**src/rtl/pos_avg_pkg.sv**
```systemverilog
// Shared types and helpers for the beam-position moving averager.
// Holds the control state encoding, the running-sum width rule and
// the window-size clamp shared by the top and its storage.
package pos_avg_pkg;

  typedef enum logic [2:0] {
    IDLE = 3'd0,
    RD   = 3'd1,
    UPD  = 3'd2,
    SCAN = 3'd3,
    OUT  = 3'd4
  } state_e;

  // A boxcar of 2^log2_max_win samples grows the sum by log2_max_win bits.
  function automatic int sum_w(input int data_width, input int log2_max_win);
    return data_width + log2_max_win;
  endfunction

  // Limit the requested window exponent to what the buffer can hold.
  function automatic logic [2:0] clamp_win(input logic [2:0] req, input int log2_max_win);
    logic [2:0] lim;
    if (log2_max_win >= 7) begin
      return req;
    end
    lim = log2_max_win[2:0];
    return (req > lim) ? lim : req;
  endfunction

endpackage

```
**src/rtl/pos_avg_ram.sv**
```systemverilog
// Sample buffer for pos_avg: one write port and one synchronous read
// port, each {x,y,s} triple stored as a single word.
module pos_avg_ram #(
  parameter int WIDTH = 48,
  parameter int AW    = 6
) (
  input  logic             clk,
  input  logic             wr_en,
  input  logic [AW-1:0]    wr_addr,
  input  logic [WIDTH-1:0] wr_data,
  input  logic             rd_en,
  input  logic [AW-1:0]    rd_addr,
  output logic [WIDTH-1:0] rd_data
);

  logic [WIDTH-1:0] mem [2**AW];
  logic [WIDTH-1:0] rd_data_q;

  // Write the new sample into its slot.
  always_ff @(posedge clk) begin
    if (wr_en) begin
      mem[wr_addr] <= wr_data;
    end
  end

  // Registered read; data is valid the cycle after rd_en.
  always_ff @(posedge clk) begin
    if (rd_en) begin
      rd_data_q <= mem[rd_addr];
    end
  end

  assign rd_data = rd_data_q;

endmodule

```
**src/rtl/pos_avg.sv**
```systemverilog
// Event-rate boxcar averager of beam X/Y/S over the last 2^log2_win events.
// Running sums are updated incrementally (add newest, drop oldest).
// Optional feature macro: POS_AVG_PKPK_EN adds a SCAN pass over the window
// producing X/Y peak-to-peak alongside each average update.
module pos_avg
  import pos_avg_pkg::*;
#(
  parameter int DATA_WIDTH   = 16,
  parameter int LOG2_MAX_WIN = 6
) (
  input  logic                         clk,
  input  logic                         rst,
  input  logic                         in_valid,
  input  logic                         cal_flag,
  input  logic signed [DATA_WIDTH-1:0] x_in,
  input  logic signed [DATA_WIDTH-1:0] y_in,
  input  logic signed [DATA_WIDTH-1:0] s_in,
  input  logic [2:0]                   log2_win,
  input  logic                         clr,
  output logic signed [DATA_WIDTH-1:0] x_avg,
  output logic signed [DATA_WIDTH-1:0] y_avg,
  output logic signed [DATA_WIDTH-1:0] s_avg,
  output logic                         avg_valid,
  output logic [LOG2_MAX_WIN:0]        fill_cnt,
  output logic                         win_full,
  output logic                         overrun
`ifdef POS_AVG_PKPK_EN
  ,
  output logic [DATA_WIDTH:0]          x_pkpk,
  output logic [DATA_WIDTH:0]          y_pkpk
`endif
);

  localparam int DW = DATA_WIDTH;
  localparam int AW = LOG2_MAX_WIN;
  localparam int SW = sum_w(DATA_WIDTH, LOG2_MAX_WIN);
  localparam int MW = 3 * DATA_WIDTH;
  localparam logic [AW-1:0] PTR_TWO = AW'(2);

  // Floor average: arithmetic shift of the window sum, always fits DW bits.
  function automatic logic signed [DW-1:0] avg_of(input logic signed [SW-1:0] sum,
                                                   input logic [2:0] sh);
    logic signed [SW-1:0] t;
    t = sum >>> sh;
    return t[DW-1:0];
  endfunction

  state_e state_q, state_d;
  logic [2:0]           win_q, win_d, win_eff;
  logic [AW-1:0]        wr_ptr_q, wr_ptr_d;
  logic [AW:0]          fill_q, fill_d, fill_new, n_cur;
  logic                 full_cur, full_upd, accept, win_chg;
  logic signed [SW-1:0] sx_q, sx_d, sy_q, sy_d, ss_q, ss_d;
  logic signed [DW-1:0] xl_q, xl_d, yl_q, yl_d, sl_q, sl_d;
  logic signed [DW-1:0] xa_q, xa_d, ya_q, ya_d, sa_q, sa_d;
  logic                 ovr_q, ovr_d, vld_q, vld_d;
  logic                 ram_we, ram_re;
  logic [AW-1:0]        ram_waddr, ram_raddr;
  logic [MW-1:0]        ram_wdata, ram_rdata;
  logic signed [DW-1:0] old_x, old_y, old_s;

`ifdef POS_AVG_PKPK_EN
  // Peak-to-peak of a window, as an unsigned DW+1 bit span.
  function automatic logic [DW:0] span(input logic signed [DW-1:0] mx,
                                       input logic signed [DW-1:0] mn);
    logic signed [DW:0] d;
    d = {mx[DW-1], mx} - {mn[DW-1], mn};
    return d;
  endfunction

  logic [AW-1:0]        scan_q, scan_d;
  logic                 scan_last;
  logic signed [DW-1:0] xmn_q, xmn_d, xmx_q, xmx_d, ymn_q, ymn_d, ymx_q, ymx_d;
  logic [DW:0]          xpk_q, xpk_d, ypk_q, ypk_d;
`endif

  assign win_eff  = clamp_win(log2_win, AW);
  assign n_cur    = {{AW{1'b0}}, 1'b1} << win_q;
  assign full_cur = (fill_q == n_cur);
  assign fill_new = full_cur ? fill_q : fill_q + 1'b1;
  assign full_upd = (fill_new == n_cur);
  assign win_chg  = (state_q == IDLE) && (win_eff != win_q);
  assign accept   = (state_q == IDLE) && in_valid && !cal_flag && !clr;
  assign old_x    = ram_rdata[3*DW-1:2*DW];
  assign old_y    = ram_rdata[2*DW-1:DW];
  assign old_s    = ram_rdata[DW-1:0];
`ifdef POS_AVG_PKPK_EN
  assign scan_last = ({1'b0, scan_q} == (n_cur - 1'b1));
`endif

  pos_avg_ram #(
    .WIDTH (MW),
    .AW    (AW)
  ) u_ram (
    .clk     (clk),
    .wr_en   (ram_we),
    .wr_addr (ram_waddr),
    .wr_data (ram_wdata),
    .rd_en   (ram_re),
    .rd_addr (ram_raddr),
    .rd_data (ram_rdata)
  );

  // Next-state logic; clr aborts anything in flight.
  always_comb begin
    state_d = state_q;
    if (clr) begin
      state_d = IDLE;
    end else begin
      case (state_q)
        IDLE: if (accept) state_d = RD;
        RD:   state_d = UPD;
`ifdef POS_AVG_PKPK_EN
        UPD:  state_d = full_upd ? SCAN : OUT;
        SCAN: if (scan_last) state_d = OUT;
`else
        UPD:  state_d = OUT;
`endif
        OUT:  state_d = IDLE;
        default: state_d = IDLE;
      endcase
    end
  end

  // Buffer port control: fetch the leaving sample in RD, store the new one
  // in UPD, and walk the older window entries during SCAN.
  always_comb begin
    ram_we    = 1'b0;
    ram_re    = 1'b0;
    ram_waddr = wr_ptr_q;
    ram_wdata = {xl_q, yl_q, sl_q};
    ram_raddr = wr_ptr_q - n_cur[AW-1:0];
    case (state_q)
      RD:  ram_re = 1'b1;
      UPD: ram_we = !clr;
`ifdef POS_AVG_PKPK_EN
      SCAN: begin
        ram_re    = 1'b1;
        ram_raddr = wr_ptr_q - PTR_TWO - scan_q;
      end
`endif
      default: ;
    endcase
  end

  // Datapath: window bookkeeping, running sums and output updates.
  always_comb begin
    win_d    = win_q;
    wr_ptr_d = wr_ptr_q;
    fill_d   = fill_q;
    sx_d     = sx_q;
    sy_d     = sy_q;
    ss_d     = ss_q;
    xl_d     = xl_q;
    yl_d     = yl_q;
    sl_d     = sl_q;
    xa_d     = xa_q;
    ya_d     = ya_q;
    sa_d     = sa_q;
    ovr_d    = ovr_q;
    vld_d    = 1'b0;
`ifdef POS_AVG_PKPK_EN
    scan_d   = scan_q;
    xmn_d    = xmn_q;
    xmx_d    = xmx_q;
    ymn_d    = ymn_q;
    ymx_d    = ymx_q;
    xpk_d    = xpk_q;
    ypk_d    = ypk_q;
`endif
    if (clr) begin
      sx_d     = '0;
      sy_d     = '0;
      ss_d     = '0;
      fill_d   = '0;
      wr_ptr_d = '0;
      ovr_d    = 1'b0;
    end else begin
      if (in_valid && !cal_flag && (state_q != IDLE)) begin
        ovr_d = 1'b1;
      end
      case (state_q)
        IDLE: begin
          // A new window size starts from an empty window.
          if (win_chg) begin
            win_d    = win_eff;
            sx_d     = '0;
            sy_d     = '0;
            ss_d     = '0;
            fill_d   = '0;
            wr_ptr_d = '0;
            ovr_d    = 1'b0;
          end
          if (accept) begin
            xl_d = x_in;
            yl_d = y_in;
            sl_d = s_in;
          end
        end
        UPD: begin
          if (full_cur) begin
            sx_d = sx_q + SW'(xl_q) - SW'(old_x);
            sy_d = sy_q + SW'(yl_q) - SW'(old_y);
            ss_d = ss_q + SW'(sl_q) - SW'(old_s);
          end else begin
            sx_d = sx_q + SW'(xl_q);
            sy_d = sy_q + SW'(yl_q);
            ss_d = ss_q + SW'(sl_q);
          end
          fill_d   = fill_new;
          wr_ptr_d = wr_ptr_q + 1'b1;
`ifdef POS_AVG_PKPK_EN
          // The newest sample seeds min/max; SCAN folds in the rest.
          xmn_d  = xl_q;
          xmx_d  = xl_q;
          ymn_d  = yl_q;
          ymx_d  = yl_q;
          scan_d = '0;
`else
          if (full_upd) begin
            xa_d  = avg_of(sx_d, win_q);
            ya_d  = avg_of(sy_d, win_q);
            sa_d  = avg_of(ss_d, win_q);
            vld_d = 1'b1;
          end
`endif
        end
`ifdef POS_AVG_PKPK_EN
        SCAN: begin
          // Read data lags the address by one cycle, so cycle 0 has none.
          if (scan_q != '0) begin
            if (old_x < xmn_q) xmn_d = old_x;
            if (old_x > xmx_q) xmx_d = old_x;
            if (old_y < ymn_q) ymn_d = old_y;
            if (old_y > ymx_q) ymx_d = old_y;
          end
          scan_d = scan_q + 1'b1;
          if (scan_last) begin
            xa_d  = avg_of(sx_q, win_q);
            ya_d  = avg_of(sy_q, win_q);
            sa_d  = avg_of(ss_q, win_q);
            xpk_d = span(xmx_d, xmn_d);
            ypk_d = span(ymx_d, ymn_d);
            vld_d = 1'b1;
          end
        end
`endif
        default: ;
      endcase
    end
  end

  // Control and output registers, cleared by reset.
  always_ff @(posedge clk) begin
    if (rst) begin
      state_q  <= IDLE;
      win_q    <= '0;
      wr_ptr_q <= '0;
      fill_q   <= '0;
      sx_q     <= '0;
      sy_q     <= '0;
      ss_q     <= '0;
      xa_q     <= '0;
      ya_q     <= '0;
      sa_q     <= '0;
      ovr_q    <= 1'b0;
      vld_q    <= 1'b0;
`ifdef POS_AVG_PKPK_EN
      xpk_q    <= '0;
      ypk_q    <= '0;
`endif
    end else begin
      state_q  <= state_d;
      win_q    <= win_d;
      wr_ptr_q <= wr_ptr_d;
      fill_q   <= fill_d;
      sx_q     <= sx_d;
      sy_q     <= sy_d;
      ss_q     <= ss_d;
      xa_q     <= xa_d;
      ya_q     <= ya_d;
      sa_q     <= sa_d;
      ovr_q    <= ovr_d;
      vld_q    <= vld_d;
`ifdef POS_AVG_PKPK_EN
      xpk_q    <= xpk_d;
      ypk_q    <= ypk_d;
`endif
    end
  end

  // Sample latch and scan working registers; no reset needed.
  always_ff @(posedge clk) begin
    xl_q  <= xl_d;
    yl_q  <= yl_d;
    sl_q  <= sl_d;
`ifdef POS_AVG_PKPK_EN
    scan_q <= scan_d;
    xmn_q  <= xmn_d;
    xmx_q  <= xmx_d;
    ymn_q  <= ymn_d;
    ymx_q  <= ymx_d;
`endif
  end

  assign x_avg     = xa_q;
  assign y_avg     = ya_q;
  assign s_avg     = sa_q;
  assign avg_valid = vld_q;
  assign fill_cnt  = fill_q;
  assign win_full  = full_cur;
  assign overrun   = ovr_q;
`ifdef POS_AVG_PKPK_EN
  assign x_pkpk    = xpk_q;
  assign y_pkpk    = ypk_q;
`endif

endmodule

```
**config.mk**
```make
export PLATFORM = sky130hd
export DESIGN_NAME = pos_avg
export DESIGN_NICKNAME = d
export VERILOG_FILES = /design/src/rtl/pos_avg_pkg.sv /design/src/rtl/pos_avg_ram.sv /design/src/rtl/pos_avg.sv
export SDC_FILE = /design/constraint.sdc
export NUM_CORES = 2
export LEC_CHECK = 0
export ABC_AREA = 1
export ABC_CLOCK_PERIOD_IN_PS = 10100
export CORE_AREA = 2 2 531 533
export DETAILED_ROUTE_END_ITERATION = 8
export DIE_AREA = 0 0 533 535
export DONT_BUFFER_PORTS = 1
export PLACE_DENSITY = 0.7
export SETUP_SLACK_MARGIN = 0.5
export SKIP_CTS_REPAIR_TIMING = 1
export SYNTH_ARGS = -nofsm -noshare
export SYNTH_HDL_FRONTEND = slang
export SYNTH_SLANG_ARGS = --single-unit
```
**constraint.sdc**
```tcl
create_clock -name clk -period 10.1 [get_ports clk]
set_clock_uncertainty 0.2 [all_clocks]
set_input_delay 3.03 -clock clk [delete_from_list [all_inputs] [get_ports clk]]
set_output_delay 3.03 -clock clk [all_outputs]
set_load 0.01 [all_outputs]
```
# Yosys cells after proc, flatten, opt, wreduce, memory -nomap -nowiden
# Memories as Yosys holds them, arrays and structs flattened. A register that Yosys moved wholly into a read port is not among the register bits.
# Index checks and enable logic that the tools add are counted.
dict set report op_classes {
  n_shift 4
  bitwise 2
  n_addsub 9
  n_reduce_logical 17
  n_eq_ne 7
  n_mux 29
  order_cmp 1
}
# op n
set op_table {}
lappend op_table {{22-bit 2-to-1 mux} 10}
lappend op_table {{22-bit one-hot mux with 2 select lines} 3}
lappend op_table {{22-bit by 16-bit adder with 22-bit output} 3}
lappend op_table {{22-bit by 3-bit >>> shifter with 16-bit output} 3}
lappend op_table {{22-bit by 16-bit subtractor with 22-bit output} 3}
lappend op_table {{7-bit == test} 2}
lappend op_table {{7-bit 2-to-1 mux} 2}
lappend op_table {{7-bit one-hot mux with 2 select lines} 1}
lappend op_table {{6-bit one-hot mux with 2 select lines} 1}
lappend op_table {{3-bit one-hot mux with 3 select lines} 1}
lappend op_table {{3-bit AND reduction} 3}
lappend op_table {{1-bit 2-to-1 mux} 8}
lappend op_table {{7-bit by 1-bit adder with 7-bit output, second input constant} 1}
lappend op_table {{1-bit by 3-bit left shift with 7-bit output, first input constant} 1}
lappend op_table {{6-bit by 1-bit adder with 6-bit output, second input constant} 1}
lappend op_table {{1-bit logical AND} 6}
lappend op_table {{3-bit 2-to-1 mux} 2}
lappend op_table {{6-bit 2-to-1 mux} 1}
lappend op_table {{6-bit subtractor} 1}
lappend op_table {{2-bit inequality test, second input constant} 2}
lappend op_table {{3-bit by 1-bit == test with 1-bit output, second input constant} 1}
lappend op_table {{3-bit by 2-bit == test with 1-bit output, second input constant} 1}
lappend op_table {{3-bit > comparator, second input constant} 1}
lappend op_table {{3-bit zero test} 1}
lappend op_table {{8 further kinds} 10}
dict set report totals {
  output_inout_bits 58
  ramBits 3072
  memories 1
  word_cells 85
  ff_bits 183
  in_bits 56
}
# memory depth width rd rd_ports_with_merged_regs write_ports line
set mem_list {}
lappend mem_list {u_ram.mem 64 48 1 1 1 pos_avg_ram.sv:16} ;# logic [WIDTH-1:0] mem [2**AW];

# Longest topological paths before layout
dict set report depth {
  word_depth 6
  depth_mapped 29
  mapped_depth_nobuf 29
}

# Hierarchy
# From an unflattened synthesis, not the netlist that was laid out.
dict set report hier_totals {
  hier_cells 13291
  area_unflattened_um2 143510.1
}
# mod cells_per_inst seq_area_each_um2 instances area_per_inst_um2
set modules_own_cells {}
lappend modules_own_cells {pos_avg_ram 10108 93689.9 1 124811.0}
lappend modules_own_cells {pos_avg 3183 4144.0 1 18699.2}

# Worst setup path before layout
# OpenSTA, ideal clock, no wires.
dict set report synth_timing {
  path_type {input port to flip-flop}
  startpoint {input port clr}
  endpoint {register sl_q[0], enable pin}
  n_path_buf 0
  slack_ns 2.759
  setup_time_ns 0.513
  arrival_time_ns 6.628
  cell_stages 2
  required_time_ns 9.387
  cell_sequence {or2_2 nor3_1}
}
dict set report synth_between {
  elab_chain_len 3
  word_cells_on_any_way 4
  classes_between {1 x bitwise; 3 x reduce/logical}
}
# element line
set synth_lines {}
lappend synth_lines {{start, declared} pos_avg.sv:19} ;# input logic clr,
lappend synth_lines {{1-bit zero test} pos_avg.sv:83} ;# assign accept = (state_q == IDLE) && in_valid && !cal_flag && !clr;
lappend synth_lines {{1-bit logical AND} pos_avg.sv:83}
lappend synth_lines {{3-bit AND reduction (no line) (*)} -}
lappend synth_lines {{end signal, assigned} pos_avg.sv:296} ;# sl_q <= sl_d;
lappend synth_lines {{end, declared} pos_avg.sv:54} ;# logic signed [DW-1:0] xl_q, xl_d, yl_q, yl_d, sl_q, sl_d;
# Mark *: on every way between the ends. The rest lies on a longest branch, timed or not.
# A chain may end at the register's enable or synchronous reset.

# Worst setup path after layout
dict set report layout_timing {
  startpoint {register win_q[0]}
  endpoint {output port win_full}
}
dict set report layout_between {
  elab_chain_len 2
}
# element line
set layout_lines {}
lappend layout_lines {{start, declared} pos_avg.sv:49} ;# logic [2:0] win_q, win_d, win_eff;
lappend layout_lines {{start signal, assigned} pos_avg.sv:274} ;# win_q <= win_d;
lappend layout_lines {{1-bit by 3-bit left shift with 7-bit output} pos_avg.sv:78} ;# assign n_cur = {{AW{1'b0}}, 1'b1} << win_q;
lappend layout_lines {{7-bit == test} pos_avg.sv:79} ;# assign full_cur = (fill_q == n_cur);
lappend layout_lines {{end, declared} pos_avg.sv:25} ;# output logic win_full,
# No other way between the ends.

==> impl_metrics.env <==
export IMPL_outcome="complete, no violations"
export IMPL_cp_required_ps=6870
export IMPL_cts_root_buf="clkbuf_16"
export IMPL_grt_ovfl_total=0
export IMPL_dieWidth_um=533
export IMPL_synthFlopType="edfxtp_1"
export IMPL_slowest_stage="buf_4"
export IMPL_dp_hpwl_um=266000
export IMPL_peakVddDrop_mv=0.164
export IMPL_postSynthAreaPerCell_um2=11.6
export IMPL_vias_per_cell=6.20
export IMPL_grt_pass1_vias=93700
export IMPL_rsz0062_at_grt="false"
export IMPL_critPathKind="reg2out"
export IMPL_remaining_drc_errors=0
export IMPL_grt_pass1_wl_um=624000
export IMPL_path_cells="buf_4 -> nand2_2 -> nor2_2 -> nand2_1 -> nand2_1 -> nand2_1 -> nor2_2 -> nand2_4 -> inv_2 -> buf_4"
export IMPL_ys_warnings_count=0
export IMPL_tightest_slew_ps=1360
export IMPL_cp_start_kind="flop"
export IMPL_ys_ff_latch=3303
export IMPL_netlist_area_um2=142000
export IMPL_gp_congestion=0.950
export IMPL_cp_common_cell="nand2_1"
export IMPL_fin_setup_tns_ps=0
export IMPL_path_clk_slew_ps=60
export IMPL_drt_iter0_drc=15400
export IMPL_path_max_fanout=78
export IMPL_p_per_area_nw_per_um2=215
export IMPL_insertion_delay_ps=890
export IMPL_cts_sinks=3303
export IMPL_port_buffers=0
export IMPL_ant_nets=0
export IMPL_tritoncts="done"
export IMPL_die_area_um2=285000
export IMPL_synthCells=12300
export IMPL_final_core_util=0.563
export IMPL_wl_per_cell_um=26.8
export IMPL_end_kind="primary output"
export IMPL_post_route_period_util=0.718
export IMPL_async_reset_ff_frac=0
export IMPL_fin_nets=12300
export IMPL_antenna_found_initial=39
export IMPL_synth_edff_count=3168
export IMPL_num_rows=194
export IMPL_h_tree_depth=5
export IMPL_finalSetupViolCount=0
export IMPL_fin_crit_ps=7250
export IMPL_maxCapViolCount=0
export IMPL_slew_violations=0
export IMPL_p_leak_nw=55.0
export IMPL_fmax_mhz=138
export IMPL_die_h_um=535
export IMPL_synth_nets=12500
export IMPL_drt_total_wl_um=432000
export IMPL_grt_use_total=0.294
export IMPL_pin_count=114
export IMPL_hold_violations=0
export IMPL_crit_path_max_incr_delay_ps=720
export IMPL_drtPass1Iterations=7
export IMPL_vias=100000
export IMPL_syn2layout_area_growth_pct=10.6
export IMPL_grt_max_degree=193
export IMPL_n_fill_cell=22400
export IMPL_hold_path_class="reg2reg"
export IMPL_cts_made_buffers=337
export IMPL_initial_utilization=0.509
export IMPL_critPathArrivalTime_ps=4020
export IMPL_clockBufferDepth=4
export IMPL_core_area_um2=279000
export IMPL_drive_gt1_frac=0.0774
export IMPL_max_slew_margin=0.0956
export IMPL_synth_cell_types=50
export IMPL_synth_seq_area_share=0.689
[state kept, by name, summed over array words and instances (netlist names)]
name,count
state_q,3
sx_q,22
yl_q,16
xl_q,16
u_ram.mem,3072
u_ram.rd_data,48
sl_q,16
s_avg,16
fill_cnt,7
ss_q,22
sy_q,22
win_q,3
avg_valid,1
ram_waddr,6
y_avg,16
overrun,1
x_avg,16
[power breakdown]
part | internal [mW] | leakage [nW] | switching (mW)
registers | 15.0 | 29.6 | 0.0407
clock network | 6.78 | 5.06 | 5.16
logic | 1.87 | 20.4 | 4.88
total | 23.6 | 55.0 | 10.1
[critical path: cells and delay by family, from the launching register on]
kind                   cells  cell delay [ps]
DFF                        1              570
buffers and inverters      3             1480
and+or+nand+nor            7             1050
[placed cells by master, fill, tap and decap left out, drive strengths merged, types with 30 or more instances in the layout]
cell    instances
inv           793
nand3         585
o32ai         672
o22ai         205
clkinv        118
ha            133
nor2         2603
edfxtp       3168
nand4          30
o21ai        1348
clkbuf        435
nand2        1335
a21oi         125
mux2i          96
xnor2          42
buf           260
dfxtp         135
mux2          144
[per-stage QoR]
stage	setup WS, ps	std cells	cell area, um^2	power, mW	hold WS, ps
2_1_floorplan	2760	12300	142000	19.3	222
3_3_place_gp	3760	15500	147000	21.7	254
3_5_place_dp	3750	15500	147000	21.8	267
4_1_cts	2810	16100	157000	33.6	278
5_1_grt	2600	16100	157000	34.7	291
6_report	2850	16100	157000	33.7	275
[final timing paths]
kind              slack [ps]                   from  cells after the start                           to
hold / removal           270  sy_q[15]$_SDFFE_PP0P_                      2        sy_q[15]$_SDFFE_PP0P_
setup reg to reg        3540  win_q[0]$_SDFFE_PP0P_                     13  u_ram.rd_data[17]$_DFFE_PN_
setup / recovery        2850  win_q[0]$_SDFFE_PP0P_                     10                     win_full
hold reg to reg          270  sy_q[15]$_SDFFE_PP0P_                      2        sy_q[15]$_SDFFE_PP0P_
[cells by family (layout without fill, tap and decap cells)]
group,Yosys count,in the layout,share of synthesized area
adder cells (fa/ha/maj),140,140,0.0127
multiplexers,240,240,0.0182
AO/OA/AOI/OAI,2403,2403,0.105
AND/OR/NAND/NOR,4608,4608,0.129
flip-flops,3303,3303,0.689
XOR/XNOR,70,70,0.00432
other,0,9,0
buffers and inverters,1513,1632,0.0415
[routing by layer]
| layer | wire [um] | global-route usage | vias to the layer above |
|---|---|---|---|
| met5 | 329 | 0.00350 | - |
| met2 | 190000 | 0.441 | 5954 |
| met3 | 58500 | 0.0815 | 828 |
| met4 | 15000 | 0.0968 | 30 |
| met1 | 168000 | 0.416 | 49300 |
| li1 | - | - | 43800 |
[cells in the mapped netlist, types with 5 or more instances]
cell	n	area share
or2_1	6	0.00026
o211ai_1	19	0.0010
buf_2	82	0.0029
o21ai_0	1327	0.047
o21bai_1	13	0.00069
edfxtp_1	3168	0.67
ha_1	133	0.012
a32o_1	5	0.00035
o21a_1	6	0.00032
buf_1	69	0.0018
nand4_1	29	0.0013
inv_1	772	0.020
buf_6	10	0.00079
mux2_2	144	0.011
dfxtp_1	135	0.019
nor2_1	2596	0.069
fa_1	7	0.00099
o21ai_1	21	0.00074
clkbuf_1	562	0.015
buf_4	9	0.00048
xor2_1	28	0.0017
and2_1	11	0.00048
xnor2_1	42	0.0026
o22ai_1	205	0.0090
nand3_1	583	0.021
nor4_1	5	0.00022
nand2_1	1331	0.035
or2_2	5	0.00022
a21oi_1	124	0.0044
nand3b_1	10	0.00053
nor3_1	17	0.00060
inv_2	8	0.00021
o32ai_1	672	0.041
mux2i_1	96	0.0068
[cell type report]
cell class                 count  area (um^2)  share of cell area
antenna                        9         22.5            0.000143
clock inverter               156         1320             0.00840
inverter                     781         2950              0.0188
tap                         3724         4660              0.0297
timing repair buffer         260         2290              0.0146
clock buffer                 435         9050              0.0577
multi-input combinational   7461        38900               0.248
sequential                  3303        97800               0.623
Note: power is estimated with default switching activity, not from simulation.
